`config.mk`:
```
export PLATFORM = sky130hd
export DESIGN_NAME = atoi_ctl_flat
export DESIGN_NICKNAME = d
export VERILOG_FILES = /design/src/rtl/atoi_ctl_if.sv /design/src/rtl/atoi_ctl.sv /design/src/flat_wrapper.sv
export SDC_FILE = /design/constraint.sdc
export NUM_CORES = 1
export LEC_CHECK = 0
export CORE_ASPECT_RATIO = 1.25
export CORE_MARGIN = 2
export CORE_UTILIZATION = 47
export CTS_CLUSTER_DIAMETER = 150
export DETAILED_ROUTE_END_ITERATION = 12
export GPL_ROUTABILITY_DRIVEN = 0
export PLACE_DENSITY_LB_ADDON = 0.1
export SETUP_SLACK_MARGIN = 0.02
export SLEW_MARGIN = 20
export SYNTH_ARGS = -nofsm -noshare
export SYNTH_HDL_FRONTEND = slang
export SYNTH_SLANG_ARGS = --single-unit
```
`constraint.sdc`:
```
create_clock -name clk -period 2.3 [get_ports clk]
set_input_delay 0.23 -clock clk [delete_from_list [all_inputs] [get_ports clk]]
set_output_delay 0.23 -clock clk [all_outputs]
set_load 0.005 [all_outputs]
```
`src/rtl/atoi_ctl_if.sv`:
```
// atoi_ctl bus bundle: request/result handshake, shared byte-memory read port and atoi datapath hookup.
// Pure wiring, no logic and no added latency.
// The memory port is stalled by mem_gnt; the master modport is the requester/memory/atoi side, slave is atoi_ctl.
interface atoi_ctl_if #(
  parameter int DSZ = 32,
  parameter int ASZ = 17
);
  logic           req;
  logic           hex;
  logic [ASZ-1:0] ai;
  logic           bsy;
  logic           ack;
  logic [1:0]     ecode;
  logic [DSZ-1:0] vo;
  logic [ASZ-1:0] ao;
  logic           mem_req;
  logic           mem_gnt;
  logic [ASZ-1:0] mem_a;
  logic [7:0]     mem_d;
  logic           atoi_en;
  logic           atoi_hex;
  logic [7:0]     atoi_ch;
  logic           atoi_af;
  logic           atoi_bsy;
  logic [DSZ-1:0] atoi_vo;

  modport master (
    output req, hex, ai, mem_gnt, mem_d, atoi_af, atoi_bsy, atoi_vo,
    input  bsy, ack, ecode, vo, ao, mem_req, mem_a, atoi_en, atoi_hex, atoi_ch
  );

  modport slave (
    input  req, hex, ai, mem_gnt, mem_d, atoi_af, atoi_bsy, atoi_vo,
    output bsy, ack, ecode, vo, ao, mem_req, mem_a, atoi_en, atoi_hex, atoi_ch
  );
endinterface

```
`src/rtl/atoi_ctl.sv`:
```
// Token-to-number sequencer: owns the byte-memory port, steps atoi along its af flag, checks base/terminator, reports value/status/next address.
// Latency: ack 6+s+2n cycles after req with the grant already held (s = leading '-', n = digits); result held until the next ack.
// Waits indefinitely for mem_gnt before fetching; losing the grant mid-token aborts (ecode 3). Optional length cap: ATOI_CTL_MAXLEN_EN.
module atoi_ctl #(
  parameter int DSZ    = 32,
  parameter int ASZ    = 17,
  parameter int MAXLEN = 12
) (
  input  logic      clk,
  input  logic      rst_n,
  atoi_ctl_if.slave bus
);

  // Saturating byte counter; it only has to reach MAXLEN and must never wrap back to 0.
  localparam int CW = $clog2(MAXLEN + 1);

  typedef enum logic [2:0] {IDLE, GNT, FETCH, RUN, DONE} state_t;

  state_t         state, state_n;
  logic [ASZ-1:0] addr;
  logic [CW-1:0]  cnt;
  logic           h;
  logic           dig;
  logic           bad;
  logic           abrt;
  logic           first;
  logic [DSZ-1:0] vo_q;
  logic [ASZ-1:0] ao_q;
  logic [1:0]     ec_q;

  logic           is_dig, is_sign, term_cyc, term_ok, abort, maxhit;
  logic [1:0]     ec_now;
  logic [DSZ-1:0] vo_now;

  assign is_dig   = ((bus.mem_d >= 8'h30) && (bus.mem_d <= 8'h39)) ||
                    (h && (((bus.mem_d >= 8'h61) && (bus.mem_d <= 8'h66)) ||
                           ((bus.mem_d >= 8'h41) && (bus.mem_d <= 8'h46))));
  assign is_sign  = (cnt == '0) && (bus.mem_d == 8'h2d);
  // atoi signals the terminator by dropping bsy on the consuming cycle; its bsy is stale on the first RUN cycle.
  assign term_cyc = (state == RUN) && !first && !bus.atoi_bsy;
  assign term_ok  = (bus.mem_d == 8'h00) || (bus.mem_d == 8'h20);
  assign abort    = ((state == FETCH) || (state == RUN)) && !bus.mem_gnt;

`ifdef ATOI_CTL_MAXLEN_EN
  localparam logic [CW:0] MAXV = MAXLEN[CW:0];
  assign maxhit = (state == RUN) && bus.atoi_af && bus.atoi_bsy && (({1'b0, cnt} + 1'b1) == MAXV);
`else
  assign maxhit = 1'b0;
`endif

  assign ec_now = abrt ? 2'd3 : (!dig ? 2'd1 : (bad ? 2'd2 : 2'd0));
  assign vo_now = (ec_now == 2'd0) ? bus.atoi_vo : '0;

  // State register.
  always_ff @(posedge clk or negedge rst_n) begin
    if (!rst_n) state <= IDLE;
    else        state <= state_n;
  end

  // Next state and port outputs; results are live during DONE and held from registers otherwise.
  always_comb begin
    state_n      = state;
    bus.bsy      = (state != IDLE);
    bus.ack      = 1'b0;
    bus.mem_req  = 1'b0;
    bus.atoi_en  = 1'b0;
    bus.mem_a    = addr;
    bus.atoi_hex = h;
    bus.atoi_ch  = bus.mem_d;
    bus.ecode    = ec_q;
    bus.vo       = vo_q;
    bus.ao       = ao_q;
    case (state)
      IDLE:  if (bus.req) state_n = GNT;
      GNT: begin
        bus.mem_req = 1'b1;
        if (bus.mem_gnt) state_n = FETCH;
      end
      FETCH: begin
        bus.mem_req = 1'b1;
        state_n     = abort ? DONE : RUN;
      end
      RUN: begin
        bus.mem_req = 1'b1;
        bus.atoi_en = 1'b1;
        if (abort || term_cyc || maxhit) state_n = DONE;
      end
      DONE: begin
        bus.ack   = 1'b1;
        bus.ecode = ec_now;
        bus.vo    = vo_now;
        bus.ao    = addr;
        state_n   = IDLE;
      end
      default: state_n = IDLE;
    endcase
  end

  // Token address, character classification flags and held results.
  always_ff @(posedge clk or negedge rst_n) begin
    if (!rst_n) begin
      addr  <= '0;
      cnt   <= '0;
      h     <= 1'b0;
      dig   <= 1'b0;
      bad   <= 1'b0;
      abrt  <= 1'b0;
      first <= 1'b0;
      vo_q  <= '0;
      ao_q  <= '0;
      ec_q  <= 2'd0;
    end else begin
      case (state)
        IDLE: if (bus.req) begin
          addr <= bus.ai;
          h    <= bus.hex;
          cnt  <= '0;
          dig  <= 1'b0;
          bad  <= 1'b0;
          abrt <= 1'b0;
        end
        FETCH: begin
          first <= 1'b1;
          if (abort) abrt <= 1'b1;
        end
        RUN: begin
          first <= 1'b0;
          if (abort) begin
            abrt <= 1'b1;
          end else begin
            if (maxhit) abrt <= 1'b1;
            if (bus.atoi_af) begin
              addr <= addr + 1'b1;
              if (cnt != '1) cnt <= cnt + 1'b1;
              if (term_cyc) begin
                if (!term_ok) bad <= 1'b1;
              end else if (is_dig) begin
                dig <= 1'b1;
              end else if (!is_sign) begin
                bad <= 1'b1;
              end
            end
          end
        end
        DONE: begin
          vo_q <= vo_now;
          ao_q <= addr;
          ec_q <= ec_now;
        end
        default: ;
      endcase
    end
  end

endmodule

```
`src/flat_wrapper.sv`:
```
// flat-port wrapper written by rule: the top's interface ports become plain ports
module atoi_ctl_flat 
#(
  parameter int DSZ    = 32,
  parameter int ASZ    = 17,
  parameter int MAXLEN = 12
)
  (clk, rst_n, bus_req, bus_hex, bus_ai, bus_mem_gnt, bus_mem_d, bus_atoi_af, bus_atoi_bsy, bus_atoi_vo, bus_bsy, bus_ack, bus_ecode, bus_vo, bus_ao, bus_mem_req, bus_mem_a, bus_atoi_en, bus_atoi_hex, bus_atoi_ch);
  atoi_ctl_if #(.DSZ(DSZ), .ASZ(ASZ)) bus_i ();
  input  logic clk;
  input  logic rst_n;
  input wire logic [$bits(bus_i.req)-1:0] bus_req;
  input wire logic [$bits(bus_i.hex)-1:0] bus_hex;
  input wire logic [$bits(bus_i.ai)-1:0] bus_ai;
  input wire logic [$bits(bus_i.mem_gnt)-1:0] bus_mem_gnt;
  input wire logic [$bits(bus_i.mem_d)-1:0] bus_mem_d;
  input wire logic [$bits(bus_i.atoi_af)-1:0] bus_atoi_af;
  input wire logic [$bits(bus_i.atoi_bsy)-1:0] bus_atoi_bsy;
  input wire logic [$bits(bus_i.atoi_vo)-1:0] bus_atoi_vo;
  output wire logic [$bits(bus_i.bsy)-1:0] bus_bsy;
  output wire logic [$bits(bus_i.ack)-1:0] bus_ack;
  output wire logic [$bits(bus_i.ecode)-1:0] bus_ecode;
  output wire logic [$bits(bus_i.vo)-1:0] bus_vo;
  output wire logic [$bits(bus_i.ao)-1:0] bus_ao;
  output wire logic [$bits(bus_i.mem_req)-1:0] bus_mem_req;
  output wire logic [$bits(bus_i.mem_a)-1:0] bus_mem_a;
  output wire logic [$bits(bus_i.atoi_en)-1:0] bus_atoi_en;
  output wire logic [$bits(bus_i.atoi_hex)-1:0] bus_atoi_hex;
  output wire logic [$bits(bus_i.atoi_ch)-1:0] bus_atoi_ch;
  assign bus_i.req = bus_req;
  assign bus_i.hex = bus_hex;
  assign bus_i.ai = bus_ai;
  assign bus_i.mem_gnt = bus_mem_gnt;
  assign bus_i.mem_d = bus_mem_d;
  assign bus_i.atoi_af = bus_atoi_af;
  assign bus_i.atoi_bsy = bus_atoi_bsy;
  assign bus_i.atoi_vo = bus_atoi_vo;
  assign bus_bsy = bus_i.bsy;
  assign bus_ack = bus_i.ack;
  assign bus_ecode = bus_i.ecode;
  assign bus_vo = bus_i.vo;
  assign bus_ao = bus_i.ao;
  assign bus_mem_req = bus_i.mem_req;
  assign bus_mem_a = bus_i.mem_a;
  assign bus_atoi_en = bus_i.atoi_en;
  assign bus_atoi_hex = bus_i.atoi_hex;
  assign bus_atoi_ch = bus_i.atoi_ch;
  atoi_ctl #(.DSZ(DSZ), .ASZ(ASZ), .MAXLEN(MAXLEN)) u_core (.clk(clk), .rst_n(rst_n), .bus(bus_i));
endmodule
```
==> flow_summary.ini, run 1 <==
[status]
outcome = finished, final reports clean

[clocking]
cts_tree = built
cts_buffer_depth = 2
clk_pin_slew_ns = 0.08
cts_sinks = 80
h-tree-depth = 3
clockRootBuffer = clkbuf_8
clkLatencyLatePin_ns = 0.34
cts-buffers-inserted = 9

[global_routing]
grt_max_degree = 48
grt_pass1_wl_um = 15590
grtUsageMet2 = 0.3995
grt_pass1_vias = 3246
busiest_layer = met2
antenna_found_initial = 0
track_usage = 0.2392
grtUsageMet3 = 0.04594
use_met1 = 0.3164
overflow = 0

[detailed_routing]
vias = 3291
routedWlPerCell_um = 16.72
routed_wl_um = 9951
dr.pass1.iters = 4
ant_nets = 0
drtIter0Drc = 159
routed_via_density = 5.531
drc_errors = 0

[sta]
setup_viol = 0
rsz0062_at_grt = yes
timing.final.crit_share = 0.9687
hold_slack_ns = 0.3834
clock_skew_ns = 0.006672
slew_headroom = 0.6363
fin_ws_ns = 0.07189
clock.fmax_mhz = 448.8
slew_violations = 0
fin_crit_ns = 2.228
hold_viol = 0
worst-slew-pin-transition_ns = 0.5456

[worst_hold_path]
hold_path.class = primary input to asynchronous set/reset pin

[worst_setup_path]
endpoint = bus_ecode[1]
crit_required_ns = 2.07
crit_family = buffers and inverters
cp.depth = 7
r2r_cells = 5
critPathSlowestCell = clkdlybuf4s50_1
slowest_delay_ns = 0.45
startpoint_type = flip-flop
crit_fanout = 24
reg2reg_to = u_core.bus.mem_a[12]
critPathBufInv = 3
r2r_start = u_core.state[1]
rrSetupSlack_ns = 0.38
crit_type = flip-flop to primary output
crit_start = u_core.state[1]
crit_path_end_kind = primary output
arrival_ns = 2.00
cp_cell_sequence = nor2_4, nand2_4, buf_4, bufbuf_16, nand2_1, o21ai_1, clkdlybuf4s50_1

[run]
cap_violations = 0

[layout]
fin_area_um2 = 5505
fin_util = 0.7395
fin_nets = 566
synthToLayoutAreaGrowth_pct = 51.15
fill_cells = 568
diodes = 0
layout-drive-gt1-share = 0.1093

[floorplan]
die_h_um = 102.4
rows = 35
core_um2 = 7445
fp.dieArea_um2 = 8474
start_util = 0.4892
io_pins = 145
die-width_um = 82.74

[synthesis]
yosysWarnings = 0
synth_cell_types = 49
synth_common_cells = dfrtp_1 (80), nand2_1 (55), a22o_1 (32), a21oi_1 (24), o21ai_0 (18)
post-synth-top-count-cell = dfrtp_1
syn_avg_cell_area_um2 = 10.41
yosysTopAreaCell = dfrtp_1
syn_inst = 350
yosysSeqAreaShare = 0.5496
syn_area_um2 = 3642
synth-edff-count = 0
ys_ff_latch = 80
synth_nets = 417
ys.flop_type = dfrtp_1
synthArstFlopShare = 1.000
synth_area_leaders = dfrtp_1 (55%), a22o_1 (7.7%), nand2_1 (5.7%)
synth_top_area_share = 0.5496

[place]
port_buffers = 144
placed_cell_area_um2 = 5130
pre_cts_ws_ns = 0.1244
hpwl_um = 6970

[power]
powerDensity_nw_per_um2 = 1026
pwr-share-comb = 0.417
p_int_mw = 3.742
p_seq_frac = 0.382
worst_ir_drop_vdd_v = 0.0007521
p_sw_mw = 1.904
switching_share = 0.3372
power_frac_clock = 0.201
p_leak_nw = 2.695
-- cell type report --
class	instances	area, um2	share of cell area
Clock inverter	5	81.33	0.01477
Inverter	8	33.78	0.006136
Timing Repair Buffer	168	1687	0.3064
Clock buffer	10	137.6	0.02500
Sequential cell	80	2002	0.3636
Multi-Input combinational cell	232	1449	0.2632
Tap cell	92	115.1	0.02091
-- layer usage --
layer,vias to the layer above,part of all wire
met1,1603,0.42
met5,-,0
met2,119,0.50
met4,0,0.011
li1,1556,-
met3,13,0.070
-- power groups by stage --
stage / Sequential [mW] / Clock (mW) / Combinational (mW)
floorplan: 2.08 / 0 / 1.13
CTS: 2.14 / 1.16 / 2.38
global placement: 2.15 / 0 / 2.28
finish: 2.16 / 1.13 / 2.36
detailed placement: 2.16 / 0 / 2.33
global route: 2.20 / 1.22 / 2.60
-- worst min-delay path by stage --
| stage | end | startpoint | depth (start not counted) |
|---|---|---|---|
| final | u_core.vo_q[3] | rst_n | 2 |
| after global routing | u_core.vo_q[3] | rst_n | 2 |
| after CTS | u_core.vo_q[3] | rst_n | 2 |
| after detailed placement | u_core.vo_q[3] | rst_n | 1 |
| after global placement | u_core.vo_q[3] | rst_n | 1 |
| after floorplan | u_core.abrt | rst_n | 0 |
-- metrics by stage --
stage | cells | setup TNS, ns | total power [mW]
after floorplan | 350 | 0 | 3.211
after global placement | 567 | 0 | 4.422
after detailed placement | 567 | 0 | 4.491
after CTS | 593 | 0 | 5.680
after global routing | 595 | -0.002961 | 6.025
final | 595 | 0 | 5.647
-- placed cells by master, fill, tap and decap left out, types with 6 or more instances in the layout --
master / n
nor2_1: 15
inv_1: 6
a21oi_1: 24
a22o_1: 32
dfrtp_1: 80
o22ai_1: 6
clkdlybuf4s50_1: 99
nand3_1: 12
buf_4: 18
nand2_1: 54
dlygate4sd2_1: 35
nand4_1: 6
dlymetal6s2s_1: 9
o21ai_0: 15
clkbuf_8: 10
-- repair_timing --
| action | in CTS | in global routing |
|---|---|---|
| hold buffers | 1 | 0 |
| endpoints found under the hold margin | 33 | 0 |
| pin swaps | 8 | 1 |
| cloned | 2 | 0 |
| setup endpoints to repair | 51 | 33 |
| buffers inserted | 8 | 2 |
| gates resized for setup | 46 | 10 |
-- state kept, by name (all words and copies together), names as in the netlist --
signal,cells
u_core.dig,1
u_core.first,1
u_core.vo_q,32
u_core.ao_q,17
u_core.cnt,4
u_core.bus.atoi_hex,1
u_core.state,3
u_core.ec_q,2
u_core.bad,1
u_core.bus.mem_a,17
u_core.abrt,1
-- cell families (layout without fill, tap and decap cells) --
| group | after synthesis | in the layout | share of synthesized area |
|---|---|---|---|
| AND/OR/NAND/NOR | 116 | 116 | 0.1522 |
| flip-flops | 80 | 80 | 0.5496 |
| multiplexers | 7 | 7 | 0.02095 |
| adder cells (fa/ha/maj) | 3 | 3 | 0.01031 |
| buffers and inverters | 38 | 191 | 0.05840 |
| AO/OA/AOI/OAI | 104 | 104 | 0.2037 |
| XOR/XNOR | 2 | 2 | 0.004810 |
No activity file was read; power rests on OpenSTA's default activity.
==> run 2: changes to the inputs <==
CELL_PAD_IN_SITES_DETAIL_PLACEMENT = 0   (was unset)
CELL_PAD_IN_SITES_GLOBAL_PLACEMENT = 1   (was unset)
CORE_UTILIZATION = 35   (was 47)
GPL_TIMING_DRIVEN = 0   (was unset)
==> run 2 against run 1 <==
- the flow now finishes with violations (negative setup slack)
- combinational power is 5% higher
- non-clock buffer count is 36 higher
- die area is 33% higher
- clock-buffer cell count is 2 higher
- maximum frequency is 3.8% lower
- worst setup slack worse by 0.089 ns
- critical path depth stayed put
- sequential share of layout area is 2.2 points lower
- flip-flop and latch count stayed put
- first-iteration DRC count is 14% lower
- clock skew is 0.00055 ns higher
- largest cell class unchanged
==> flow_summary.ini, run 2 (synthesis gave the netlist of run 1 again) <==
[clocking]
cts-buffers-inserted = 9
cts_sinks = 80
h-tree-depth = 3
clk_pin_slew_ns = 0.06
clockRootBuffer = clkbuf_16
cts_buffer_depth = 2
clkLatencyLatePin_ns = 0.34
cts_tree = built

[global_routing]
grt_max_degree = 42
grt_pass1_wl_um = 17050
track_usage = 0.1942
grt_pass1_vias = 3456
overflow = 0
antenna_found_initial = 0

[sta]
clock_skew_ns = 0.007223
worst-slew-pin-transition_ns = 0.5473
clock.fmax_mhz = 431.6
slew_violations = 0
setup_viol = 1
slew_headroom = 0.6351
rsz0062_at_grt = yes
hold_viol = 0
timing.final.crit_share = 1.007
fin_ws_ns = -0.01697
fin_crit_ns = 2.317

[detailed_routing]
vias = 3334
routed_wl_um = 10730
ant_nets = 0
drtIter0Drc = 137
routed_via_density = 4.984
drc_errors = 0
dr.pass1.iters = 4
routedWlPerCell_um = 16.03

[status]
outcome = complete, but fails checks
violations = negative setup slack

[place]
port_buffers = 144
pre_cts_ws_ns = -0.3332
hpwl_um = 7672

[floorplan]
core_um2 = 10110
rows = 41
die_h_um = 118.1
fp.dieArea_um2 = 11240
io_pins = 145
die-width_um = 95.24
start_util = 0.3604

[worst_setup_path]
rrSetupSlack_ns = 0.45
crit_fanout = 10
crit_type = flip-flop to primary output
r2r_start = u_core.state[0]
reg2reg_to = u_core.bus.mem_a[12]
crit_required_ns = 2.07
r2r_cells = 7
arrival_ns = 2.09
crit_path_end_kind = primary output
startpoint_type = flip-flop

[power]
switching_share = 0.3295
power_mw = 6.128
p_leak_nw = 2.905
pwr-share-comb = 0.404
power_frac_clock = 0.245
p_sw_mw = 2.019
p_int_mw = 4.109
p_seq_frac = 0.351
powerDensity_nw_per_um2 = 1045
worst_ir_drop_vdd_v = 0.0005217

[layout]
layout-drive-gt1-share = 0.2037
final_common_cell = clkdlybuf4s50_1
diodes = 0
largest_register_ffs = 32
layout_common_cells = clkdlybuf4s50_1 (98), dfrtp_1 (79), nand2_1 (52)
fin_nets = 602
fin_util = 0.5802
top_register = u_core.vo_q
synthToLayoutAreaGrowth_pct = 60.98

[worst_hold_path]
hold_path.class = primary input to asynchronous set/reset pin

[run]
cap_violations = 0
run 2: changes by cell type in the layout (fill, tap and decap cells not counted), moves of 3 or more:
cell             delta
dlygate4sd2_1      -21
buf_4              +18
clkbuf_2           +14
buf_6              +10
clkbuf_16           +9
buf_2               +7
clkbuf_8            -7
clkdlybuf4s15_1     +4
dlymetal6s2s_1      +4
clkbuf_1            +3
o21ai_2             +3
run 2: metrics by stage:
stage / setup TNS [ns] / hold slack [ns] / instance area [um2] / instances
after floorplan: 0 / -0.06559 / 3642 / 350
after global placement: -171.16 / 0.4534 / 5245 / 623
after detailed placement: -7.949 / 0.2502 / 5263 / 624
after CTS: -1.172 / 0.4267 / 5802 / 662
after global routing: -0.1132 / 0.4467 / 5863 / 669
final: -0.01697 / 0.4091 / 5863 / 669
run 2: power by group through the flow:
stage / sequential, mW / combinational [mW] / clock [mW]
after floorplan: 2.08 / 1.13 / 0
final: 2.15 / 2.48 / 1.50
after global routing: 2.21 / 2.73 / 1.58
after global placement: 2.15 / 2.37 / 0
after CTS: 2.15 / 2.47 / 1.54
after detailed placement: 2.17 / 2.40 / 0
run 2: layout make-up:
class | instances | area (um2)
Inverter | 8 | 33.78
Timing Repair Buffer | 176 | 1658
Clock inverter | 4 | 51.30
Buffer | 28 | 224.0
Fill cell | 885 | 4243
Tap cell | 129 | 161.4
Clock buffer | 12 | 266.5
Multi-Input combinational cell | 232 | 1465
Sequential cell | 80 | 2003
run 2: worst max-delay path by stage:
| stage | depth (start not counted) | from | end | slack [ns] |
|---|---|---|---|---|
| after floorplan | 6 | u_core.state[0] | bus_vo[29] | 0.69 |
| after global placement | 1 | rst_n | u_core.ao_q[2] | -2.07 |
| after detailed placement | 8 | u_core.state[0] | bus_ao[11] | -0.33 |
| after CTS | 8 | u_core.state[1] | bus_vo[25] | -0.11 |
| after global routing | 7 | u_core.state[0] | bus_ecode[0] | -0.11 |
| final | 7 | u_core.state[0] | bus_ecode[0] | -0.02 |
run 2: timing repair:
action,in CTS,in global routing
endpoints found under the hold margin,40,0
gates cloned,1,1
setup endpoints to repair,53,38
hold buffers,1,0
gates resized for setup,67,59
setup buffers,21,7
pin swaps,17,7
run 2: worst max-delay path, stage by stage (launching register included):
cell and delay, ns:
dfrtp_1 0.37, buf_6 0.13, nor2_4 0.13, nand2_4 0.09, buf_12 0.16, buf_4 0.17
o21ai_2 0.16, clkdlybuf4s50_1 0.53
run 2: per-layer routing:
metal	wire length, um	global-route usage	vias to the layer above	share of wire
li1	-	-	1622	-
met1	4795	0.2542	1604	0.45
met2	5155	0.3165	94	0.48
met3	570	0.03009	14	0.053
met4	206	0.07880	0	0.019
met5	0	0	-	0
